## src/rtl/pc_fetch_unit.sv

```systemverilog
// Program counter and instruction-fetch sequencer for the unpipelined core.
// Fetches over a req/ack imem handshake, holds the instruction for execute, then applies PC_src.
module pc_fetch_unit #(
    parameter logic [31:0] RESET_PC      = 32'h0000_0000,
    parameter logic [31:0] TRAP_VEC      = 32'h0000_0100,
    parameter int unsigned FETCH_TIMEOUT = 16
) (
    input  logic        clk,
    input  logic        rst,
    output logic        imem_req,
    output logic [31:0] imem_addr,
    input  logic        imem_ack,
    input  logic [31:0] imem_rdata,
    output logic [31:0] instr_out,
    output logic        instr_valid,
    input  logic        exec_done,
    input  logic        pc_src,
    input  logic [31:0] rs1_data,
    output logic [31:0] pc,
    output logic [31:0] pc_plus4,
    output logic        trap_valid,
    output logic        trap_cause,
    output logic [31:0] trap_tval
);

    localparam int unsigned WCW = (FETCH_TIMEOUT > 2) ? $clog2(FETCH_TIMEOUT) : 1;
    localparam logic [WCW-1:0] WAIT_LAST = WCW'(FETCH_TIMEOUT - 1);
    localparam logic [6:0] OPC_JAL  = 7'b1101111;
    localparam logic [6:0] OPC_JALR = 7'b1100111;
    localparam logic [31:0] NOP     = 32'h0000_0013;

    typedef enum logic [1:0] {
        S_IDLE,
        S_FETCH,
        S_EXEC,
        S_TRAP
    } state_t;

    state_t          r_state;
    logic [31:0]     r_pc;
    logic [31:0]     r_ir;
    logic [WCW-1:0]  r_wait_cnt;
    logic            r_trap_cause;
    logic [31:0]     r_trap_tval;

    logic [31:0]     w_pc_plus4;
    logic [31:0]     w_imm_i;
    logic [31:0]     w_imm_b;
    logic [31:0]     w_imm_j;
    logic [31:0]     w_target;
    logic [31:0]     w_next;
    logic            w_misaligned;

    always_comb begin
        w_pc_plus4 = r_pc + 32'd4;
        w_imm_i    = {{20{r_ir[31]}}, r_ir[31:20]};
        w_imm_b    = {{19{r_ir[31]}}, r_ir[31], r_ir[7], r_ir[30:25], r_ir[11:8], 1'b0};
        w_imm_j    = {{11{r_ir[31]}}, r_ir[31], r_ir[19:12], r_ir[20], r_ir[30:21], 1'b0};
        w_target   = r_pc + w_imm_b;
        if (r_ir[6:0] == OPC_JAL) begin
            w_target = r_pc + w_imm_j;
        end else if (r_ir[6:0] == OPC_JALR) begin
            w_target = (rs1_data + w_imm_i) & ~32'h1;
        end
        w_next       = pc_src ? w_target : w_pc_plus4;
        w_misaligned = |w_next[1:0];
    end

    always_ff @(posedge clk or posedge rst) begin
        if (rst) begin
            r_state      <= S_IDLE;
            r_pc         <= RESET_PC;
            r_ir         <= NOP;
            r_wait_cnt   <= '0;
            r_trap_cause <= 1'b0;
            r_trap_tval  <= '0;
        end else begin
            unique case (r_state)
                S_IDLE: r_state <= S_FETCH;
                S_FETCH: begin
                    // An ack arriving on the final allowed cycle takes priority over the timeout.
                    if (imem_ack) begin
                        r_ir       <= imem_rdata;
                        r_wait_cnt <= '0;
                        r_state    <= S_EXEC;
                    end else if (r_wait_cnt == WAIT_LAST) begin
                        r_trap_cause <= 1'b1;
                        r_trap_tval  <= r_pc;
                        r_pc         <= TRAP_VEC;
                        r_wait_cnt   <= '0;
                        r_state      <= S_TRAP;
                    end else begin
                        r_wait_cnt <= r_wait_cnt + WCW'(1);
                    end
                end
                S_EXEC: begin
                    if (exec_done) begin
                        if (w_misaligned) begin
                            r_trap_cause <= 1'b0;
                            r_trap_tval  <= w_next;
                            r_pc         <= TRAP_VEC;
                            r_state      <= S_TRAP;
                        end else begin
                            r_pc    <= w_next;
                            r_state <= S_FETCH;
                        end
                    end
                end
                S_TRAP: r_state <= S_FETCH;
                default: r_state <= S_IDLE;
            endcase
        end
    end

    assign imem_req    = (r_state == S_FETCH);
    assign imem_addr   = r_pc;
    assign instr_out   = r_ir;
    assign instr_valid = (r_state == S_EXEC);
    assign pc          = r_pc;
    assign pc_plus4    = w_pc_plus4;
    assign trap_valid  = (r_state == S_TRAP);
    assign trap_cause  = r_trap_cause;
    assign trap_tval   = r_trap_tval;

endmodule

```

## config.mk

```make
export PLATFORM = sky130hd
export DESIGN_NAME = pc_fetch_unit
export DESIGN_NICKNAME = d
export VERILOG_FILES = /design/src/rtl/pc_fetch_unit.sv
export SDC_FILE = /design/constraint.sdc
export NUM_CORES = 1
export LEC_CHECK = 0
export ABC_AREA = 0
export BUFFER_PORTS_ARGS = -buffer_cell sky130_fd_sc_hd__buf_2
export CORE_MARGIN = 4
export CORE_UTILIZATION = 56
export DETAILED_ROUTE_END_ITERATION = 8
export PLACE_DENSITY = 0.82
export SLEW_MARGIN = 0
export SYNTH_ARGS = -nofsm -noshare
export SYNTH_HDL_FRONTEND = slang
export SYNTH_SLANG_ARGS = --single-unit
```

## constraint.sdc

```tcl
create_clock -name clk -period 4.35 [get_ports clk]
set_input_delay 0.87 -clock clk [delete_from_list [all_inputs] [get_ports clk]]
set_output_delay 0.87 -clock clk [all_outputs]
set_load 0.005 [all_outputs]
```

==> results of run 1 <==
==> logic make-up after synthesis <==
family                     Yosys count
buffers and inverters              134
and+or+nand+nor                    397
muxes                               45
xor gates and xnor gates            84
DFF                                103
adders and majority gates           78
AOI/OAI and AO/OA                  440
==> cell usage in the layout, fill, tap and decap left out, types with 9 or more instances in the layout <==
cell type / netlist / layout
and2_1: 10 / 10
buf_2: 14 / 232
o21ai_0: 100 / 100
nor2_1: 85 / 85
clkbuf_16: 0 / 9
a221oi_1: 9 / 9
and3_1: 21 / 21
xor2_1: 30 / 30
nand3_1: 38 / 38
a21o_1: 21 / 21
o21bai_1: 14 / 14
o21a_1: 16 / 16
o211ai_1: 18 / 18
a22o_1: 13 / 13
dfrtp_1: 100 / 100
inv_1: 30 / 29
a211oi_1: 15 / 15
xnor2_1: 54 / 54
nand4_1: 25 / 25
nor3_1: 22 / 22
ha_1: 75 / 75
nand2_1: 145 / 145
mux2i_1: 13 / 13
buf_4: 37 / 29
a31oi_1: 14 / 14
a21oi_1: 113 / 112
o31ai_1: 9 / 9
mux2_2: 32 / 32
==> layer usage <==
metal  GRT usage  part of all wire  vias to the layer above
met4      0.0648             0.016                        0
met3      0.0622              0.10                       49
li1            -                 -                     5058
met1       0.487              0.44                     5211
met5           0                 0                        -
met2       0.499              0.44                      567
==> where the power goes <==
part           leakage [nW]  switching (mW)  total (mW)  internal [mW]
Clock                 0.151           0.465       0.879          0.414
Combinational          4.10            3.99        6.63           2.64
Sequential             1.32           0.581        1.93           1.35
Total                  5.57            5.04        9.44           4.40
==> final cells by class <==
class | count | area share
multi-input cells | 1044 | 0.603
flip-flops and latches | 103 | 0.219
repair buffers | 261 | 0.117
well taps | 229 | 0.0243
clock buffers | 9 | 0.0191
inverters | 31 | 0.0101
clock inverters | 7 | 0.00774
==> registers in the layout, summed over array words and instances (netlist names) <==
register and flops:
imem_addr 32, trap_cause 1, trap_tval 32, r_state 2
r_wait_cnt 4, instr_out 32
==> critical path, cell delays in order, from the launching register on <==
cell and delay (ns):
dfrtp_1 0.66, ha_1 0.32, nand2_1 0.12, nor4_2 0.53, nand2_1 0.12, nor2_1 0.35, nand2_1 0.11, xnor2_1 0.30
buf_2 0.18
==> worst max-delay path by stage <==
| stage | start | cells after the start | endpoint | slack (ns) |
|---|---|---|---|---|
| finish | imem_addr[2]$_DFFE_PP0P_ | 8 | pc_plus4[28] | 0.42 |
| global placement | instr_out[31]$_DFFE_PP0P_ | 11 | trap_tval[28]$_DFFE_PP0P_ | 0.75 |
| detailed placement | rs1_data[0] | 10 | trap_tval[16]$_DFFE_PP0P_ | 0.64 |
| global route | imem_addr[2]$_DFFE_PP0P_ | 8 | pc_plus4[28] | 0.19 |
| floorplan | rst | 1 | imem_addr[0]$_DFFE_PP0P_ | 0.78 |
| CTS | imem_addr[2]$_DFFE_PP0P_ | 8 | pc_plus4[28] | 0.44 |
==> summary.txt, run 1 <==
Global route
  • GRT Overall Usage: 0.327
  • Overflow after GRT: 0
  • Largest net degree at the start of global routing: 66
  • Vias in the first global route: between 9,000 and 10,000
  • First-pass GRT wire length: 54,100 um
  • Initial antenna violation count: 0

Yosys
  • Post-Synth Simple-Gate Area: 0.181
  • Netlist cell types: 93
  • Largest family of logic cells by synthesized area: compound AO/OA/AOI/OAI gates
  • Sequential share of the synthesized area: 0.249
  • Mux share of post-synthesis cell area: 0.0473
  • Area contributors post-synth: dfrtp_1, ha_1, a21oi_1
  • Synth Cell Area: 10,400 um^2
  • Syn. warnings: 0
  • Synthesized area per cell: around 8.1 um^2
  • Top-count cell post-synth: nand2_1
  • Cell taking the most area after synthesis: dfrtp_1
  • Post-synth EDFFs: 0
  • Synth Area in Compound Gates: 0.290
  • XOR/XNOR Fraction of Synth Area: 0.0709
  • Register bit total from synthesis: around 100
  • Cell count after synthesis: 1,281
  • FFs w/ async S/R, synth: 1.00
  • Synth top cells by count: nand2_1, a21oi_1, dfrtp_1, o21ai_0, nor2_1
  • Post-synthesis adder-cell area fraction: 0.0962
  • Mapped Nets: 1,428
  • Top-area cell type share of the netlist area: 0.241
  • Post-synth top flop: dfrtp_1

Layout
  • Final instance area: 11,800 um^2
  • Final net count: ~1,600
  • Area of the multi-input gates: 7120 um^2
  • Fill count: 1,600
  • Register Area: 2580 um^2
  • Syn-to-layout area delta: 13.7%
  • Share of layout cells above drive strength 1: 0.241
  • Post-layout util: 0.652
  • Antenna cells: 0
  • Final cell count without fillers: roughly 1,700

Clock network
  • Clock Path Buffers: 2
  • CTS tree: built
  • Total number of H-tree levels: 3
  • Clock transition at the registers of the reported paths: 0.09 ns
  • Post-CTS Hold Buffers: 0
  • Worst-Skew Late Latency: 0.38 ns
  • CTS root buffer: clkbuf_16
  • CTS Sinks: 103
  • Post-CTS Resized: 0
  • TritonCTS buffer count: 9
  • Setup Buffers After CTS: 0

Floorplan
  • IO Count: 233
  • Die height: 144 um
  • Initial Util: 0.574
  • Die area: 20,800 um^2
  • Core area: 18,100 um^2
  • Die Width: 144 um
  • Core Rows: 49

Placement
  • Gp weighted congestion: 0.969
  • Setup slack at placement: 0.640 ns
  • DP HPWL: 27,400 um
  • Port-buffer cells: 232
  • Placed Cells: 1,668
  • Area after DPL: 11,500 um^2

Critical path
  • Req. time, crit path: around 3.5 ns
  • Reg2reg path depth: 11
  • CP max FO: 12
  • R2R Setup Slk: around 0.62 ns
  • Worst Setup End Kind: output port
  • Critical R2R Capture: imem_addr[29]$_DFFE_PP0P_
  • Worst path arrival time: 3.06 ns
  • Crit Path Class: reg -> out
  • Crit path launch type: flip-flop
  • Beginning of the worst register-to-register path: instr_out[31]$_DFFE_PP0P_

STA
  • Setup TNS: 0 ns
  • Minimum clock period: 3.93 ns
  • Slew @ Worst Pin: 0.845 ns
  • Final Cycle Share: 0.904
  • Slew HR: 0.437
  • Setup Viol. Count Final: 0
  • Unrepaired setup endpoints after global routing: false
  • Fmax: 0.254 GHz
  • Pins over their slew limit: 0
  • Clock Skew: 0.0216 ns
  • Hold_ws: 0.480 ns
  • Final hold violations: 0
  • Setup ws final: 0.418 ns

Pwr
  • Power, Total: between 9 and 10 mW
  • Max rail drop VDD: 0.000405 V
  • LEAKAGE: 5.57 nW
  • P per Cell Area: 800 nW/um^2

Routing
  • First drt pass iteration count: 5
  • DR DRC count: 0
  • Via density: roughly 6.5
  • Antenna viol nets, final: 0
  • Final WL: about 35,000 um
  • Initial DRC count: 1,190
  • Via count: 10,900
  • Drt wl/cell: roughly 21 um

Hold path
  • Hold crit path type: reg -> reg
  • Hold Path End: trap_tval[4]$_DFFE_PP0P_
  • Hold wc startpoint: trap_tval[4]$_DFFE_PP0P_
  • Hold Path Depth: 2

Job
  • Max-Cap Viols: 0

Outcome
  • Outcome: completed
Power figures use the tool's default switching activity.
==> run 2: changes to the inputs <==
ABC_AREA = 1   (was 0)
CORE_UTILIZATION = 58   (was 56)
CTS_BUF_LIST = sky130_fd_sc_hd__clkbuf_16   (was default)
PLACE_DENSITY = 0.83   (was 0.82)
SKIP_CTS_REPAIR_TIMING = 1   (was default)
==> run 2 against run 1 <==
Compared with the run above: cell count grew 53%; critical path depth rose by 4; synthesized area rose by 17%; synthesized cell count increased by 66%; worst setup slack gained 0.36 ns; largest power group unchanged; clock power shrank 2.8%; hold slack worse by 0.0066 ns; register-to-register slack better by 0.50 ns; via count rose by 30%; clock skew fell by 0.0028 ns.
==> summary.txt, run 2 <==
Outcome
  • Outcome: completed

Critical path
  • Worst path arrival time: 2.70 ns
  • Req. time, crit path: 3.48 ns
  • Slowest cell on crit path: dfrtp_1
  • CP dominant cell by count: nor2_4
  • Worst Setup End Kind: output port
  • Beginning of the worst register-to-register path: instr_out[1]$_DFFE_PP1P_
  • Worst Setup SP: imem_addr[2]$_DFFE_PP0P_
  • Crit-path max cell delay: 0.58 ns
  • CP max FO: 9
  • Crit path launch type: flip-flop
  • Crit path cell chain: ha_1 -> nand2_1 -> inv_2 -> nand3_2 -> nor2_4 -> nand2_4 -> nor2_4 -> nand3_4 -> nor2_4 -> nand4_1 -> and2_1 -> buf_2
  • Critical R2R Capture: trap_tval[15]$_DFFE_PP0P_
  • Setup crit end: pc_plus4[24]
  • Crit. path cell count: 12
  • Crit Path Class: reg -> out
  • CP bufs+invs: 2
  • R2R Setup Slk: roughly 1.1 ns
  • Delay-heaviest family, CP: simple AND/OR/NAND/NOR gates
  • Reg2reg path depth: 12

Pwr
  • Psw: about 4.4 mW
  • Clk pwr share: 0.108
  • Power, Total: 7.91 mW
  • Logic gate share of total power: 0.668
  • P per Cell Area: around 580 nW/um^2
  • Seq pwr share: 0.224
  • Int Pwr: 3.52 mW
  • Max rail drop VDD: approximately 0.00049 V
  • LEAKAGE: 8.26 nW
  • Switching share of power: 0.555

Yosys
  • Post-synth EDFFs: 0
  • Post-Synth Simple-Gate Area: 0.429
  • Mux share of post-synthesis cell area: 0
  • Synth top cells by count: nand2_1, inv_1, nor2_1
  • Area contributors post-synth: nand2_1, dfrtp_1, inv_1
  • Cell count after synthesis: 2,124
  • Post-synth top flop: dfrtp_1
  • Netlist cell types: a little over 50
  • Synth Cell Area: 12,100 um^2
  • Top-count cell post-synth: nand2_1
  • Mapped Nets: ~2,300
  • Sequential share of the synthesized area: 0.213
  • Cell taking the most area after synthesis: nand2_1
  • Syn. warnings: 0
  • Synthesized area per cell: 5.70 um^2
  • Synth Area in Compound Gates: 0.0997
  • Register bit total from synthesis: 103
  • Top-area cell type share of the netlist area: 0.269
  • Post-synthesis adder-cell area fraction: 0.0824
  • XOR/XNOR Fraction of Synth Area: 0.0354
  • FFs w/ async S/R, synth: 1.00
  • Largest family of logic cells by synthesized area: simple AND/OR/NAND/NOR gates

Global route
  • Met1 usage: 0.481
  • GRT Overall Usage: 0.350
  • Grt met2 use: 0.559
  • First-pass GRT wire length: 66,600 um
  • GR Util met3: 0.0480
  • Largest net degree at the start of global routing: 58
  • Most Crowded Layer GR: met2
  • Initial antenna violation count: 0
  • Overflow after GRT: 0
  • Vias in the first global route: around 13,000

Placement
  • Port-buffer cells: ~230
  • Gp weighted congestion: 1.04
  • Placed Cells: approximately 2,600
  • DP HPWL: 33,900 um

STA
  • Slew @ Worst Pin: 0.976 ns
  • Final Cycle Share: 0.820
  • Fmax: 0.280 GHz
  • Slew HR: 0.349
  • Unrepaired setup endpoints after global routing: false
  • Setup TNS: 0 ns
  • Setup Viol. Count Final: 0
  • Pins over their slew limit: 0
  • Minimum clock period: ~3.6 ns
  • Final hold violations: 0
  • Clock Skew: roughly 0.019 ns

Hold path
  • Hold crit path type: reg -> reg
  • Hold Path Depth: 2

Layout
  • Syn-to-layout area delta: 12.1%
  • Share of layout cells above drive strength 1: 0.135
  • Most frequent cells in the layout: nand2_1, inv_1, buf_2, nor2_1, nand3_1
  • Commonest non-fill, non-tap cell in the layout: nand2_1
  • Final cell count without fillers: 2,580
  • Final net count: 2,451

Routing
  • Antenna viol nets, final: 0
  • DR DRC count: 0
  • First drt pass iteration count: 8
  • Via density: 5.50
  • Final WL: 42,400 um
  • Via count: roughly 14,000
  • Drt wl/cell: 16.4 um
  • Initial DRC count: 1,359

Clock network
  • Total number of H-tree levels: 3
  • Worst-Skew Late Latency: 0.37 ns
  • CTS Sinks: 103
  • CTS root buffer: clkbuf_16
  • Clock Path Buffers: 2
  • CTS tree: built
  • TritonCTS buffer count: 9
  • Clock transition at the registers of the reported paths: 0.08 ns

Floorplan
  • IO Count: 233
  • Initial Util: 0.595
  • Die Width: 153 um
  • Core area: 20,400 um^2
  • Die area: 23,300 um^2
  • Core Rows: 52
  • Die height: 153 um

Job
  • Max-Cap Viols: 0
[run 2: worst min path at each step]
stage / start / endpoint / slack (ns)
after floorplan: instr_out[1]$_DFFE_PP1P_ / instr_out[1]$_DFFE_PP1P_ / 0.46
after global placement: trap_cause$_DFFE_PP0P_ / trap_cause$_DFFE_PP0P_ / 0.45
after detailed placement: instr_out[4]$_DFFE_PP1P_ / instr_out[4]$_DFFE_PP1P_ / 0.46
after CTS: instr_out[4]$_DFFE_PP1P_ / instr_out[4]$_DFFE_PP1P_ / 0.47
after global routing: instr_out[4]$_DFFE_PP1P_ / instr_out[4]$_DFFE_PP1P_ / 0.49
final: instr_out[4]$_DFFE_PP1P_ / instr_out[4]$_DFFE_PP1P_ / 0.47
[run 2: power groups by stage]
stage	logic (mW)	registers, mW	clock network, mW
after floorplan	3.61	1.69	0
after global placement	5.08	1.77	0
after detailed placement	5.17	1.78	0
after CTS	5.20	1.76	0.862
after global routing	5.88	1.81	0.897
final	5.28	1.77	0.854
[run 2: kinds of logic after synthesis]
| kind of cell | Yosys count |
|---|---|
| buffers and inverters | 404 |
| and+or+nand+nor | 1263 |
| AOI/OAI and AO/OA | 227 |
| xor gates and xnor gates | 49 |
| adders and majority gates | 78 |
| DFF | 103 |
[run 2: metal layers]
metal / vias to the layer above / part of all wire
met5: - / 0
met1: 6369 / 0.41
met2: 760 / 0.44
met4: 0 / 0.042
li1: 6951 / -
met3: 110 / 0.10
[run 2: through the flow]
step	utilization	area [um^2]	setup WS (ns)	hold WS, ns
2_1_floorplan	-	12100	0.781	0.460
3_3_place_gp	0.651	13300	1.17	0.452
3_5_place_dp	0.651	13300	1.12	0.463
4_1_cts	0.667	13600	0.824	0.475
5_1_grt	0.667	13600	0.643	0.488
6_report	0.667	13600	0.782	0.473
[run 2: area by class of cell]
class                      instances  area (um^2)
clock inverter                     7         85.1
clock buffer                       9          225
timing repair buffer             244         1280
tap                              270          338
sequential                       103         2580
antenna                            1         2.50
inverter                         329         1240
fill                            1987         6790
multi-input combinational       1617         7830
[run 2: worst register-to-register path, delay by kind of cell, from the launching register on]
family	cells	cell delay, ns
compound gates	3	0.32
buf+inv	2	1.25
simple gates	7	1.01
flops	1	0.55
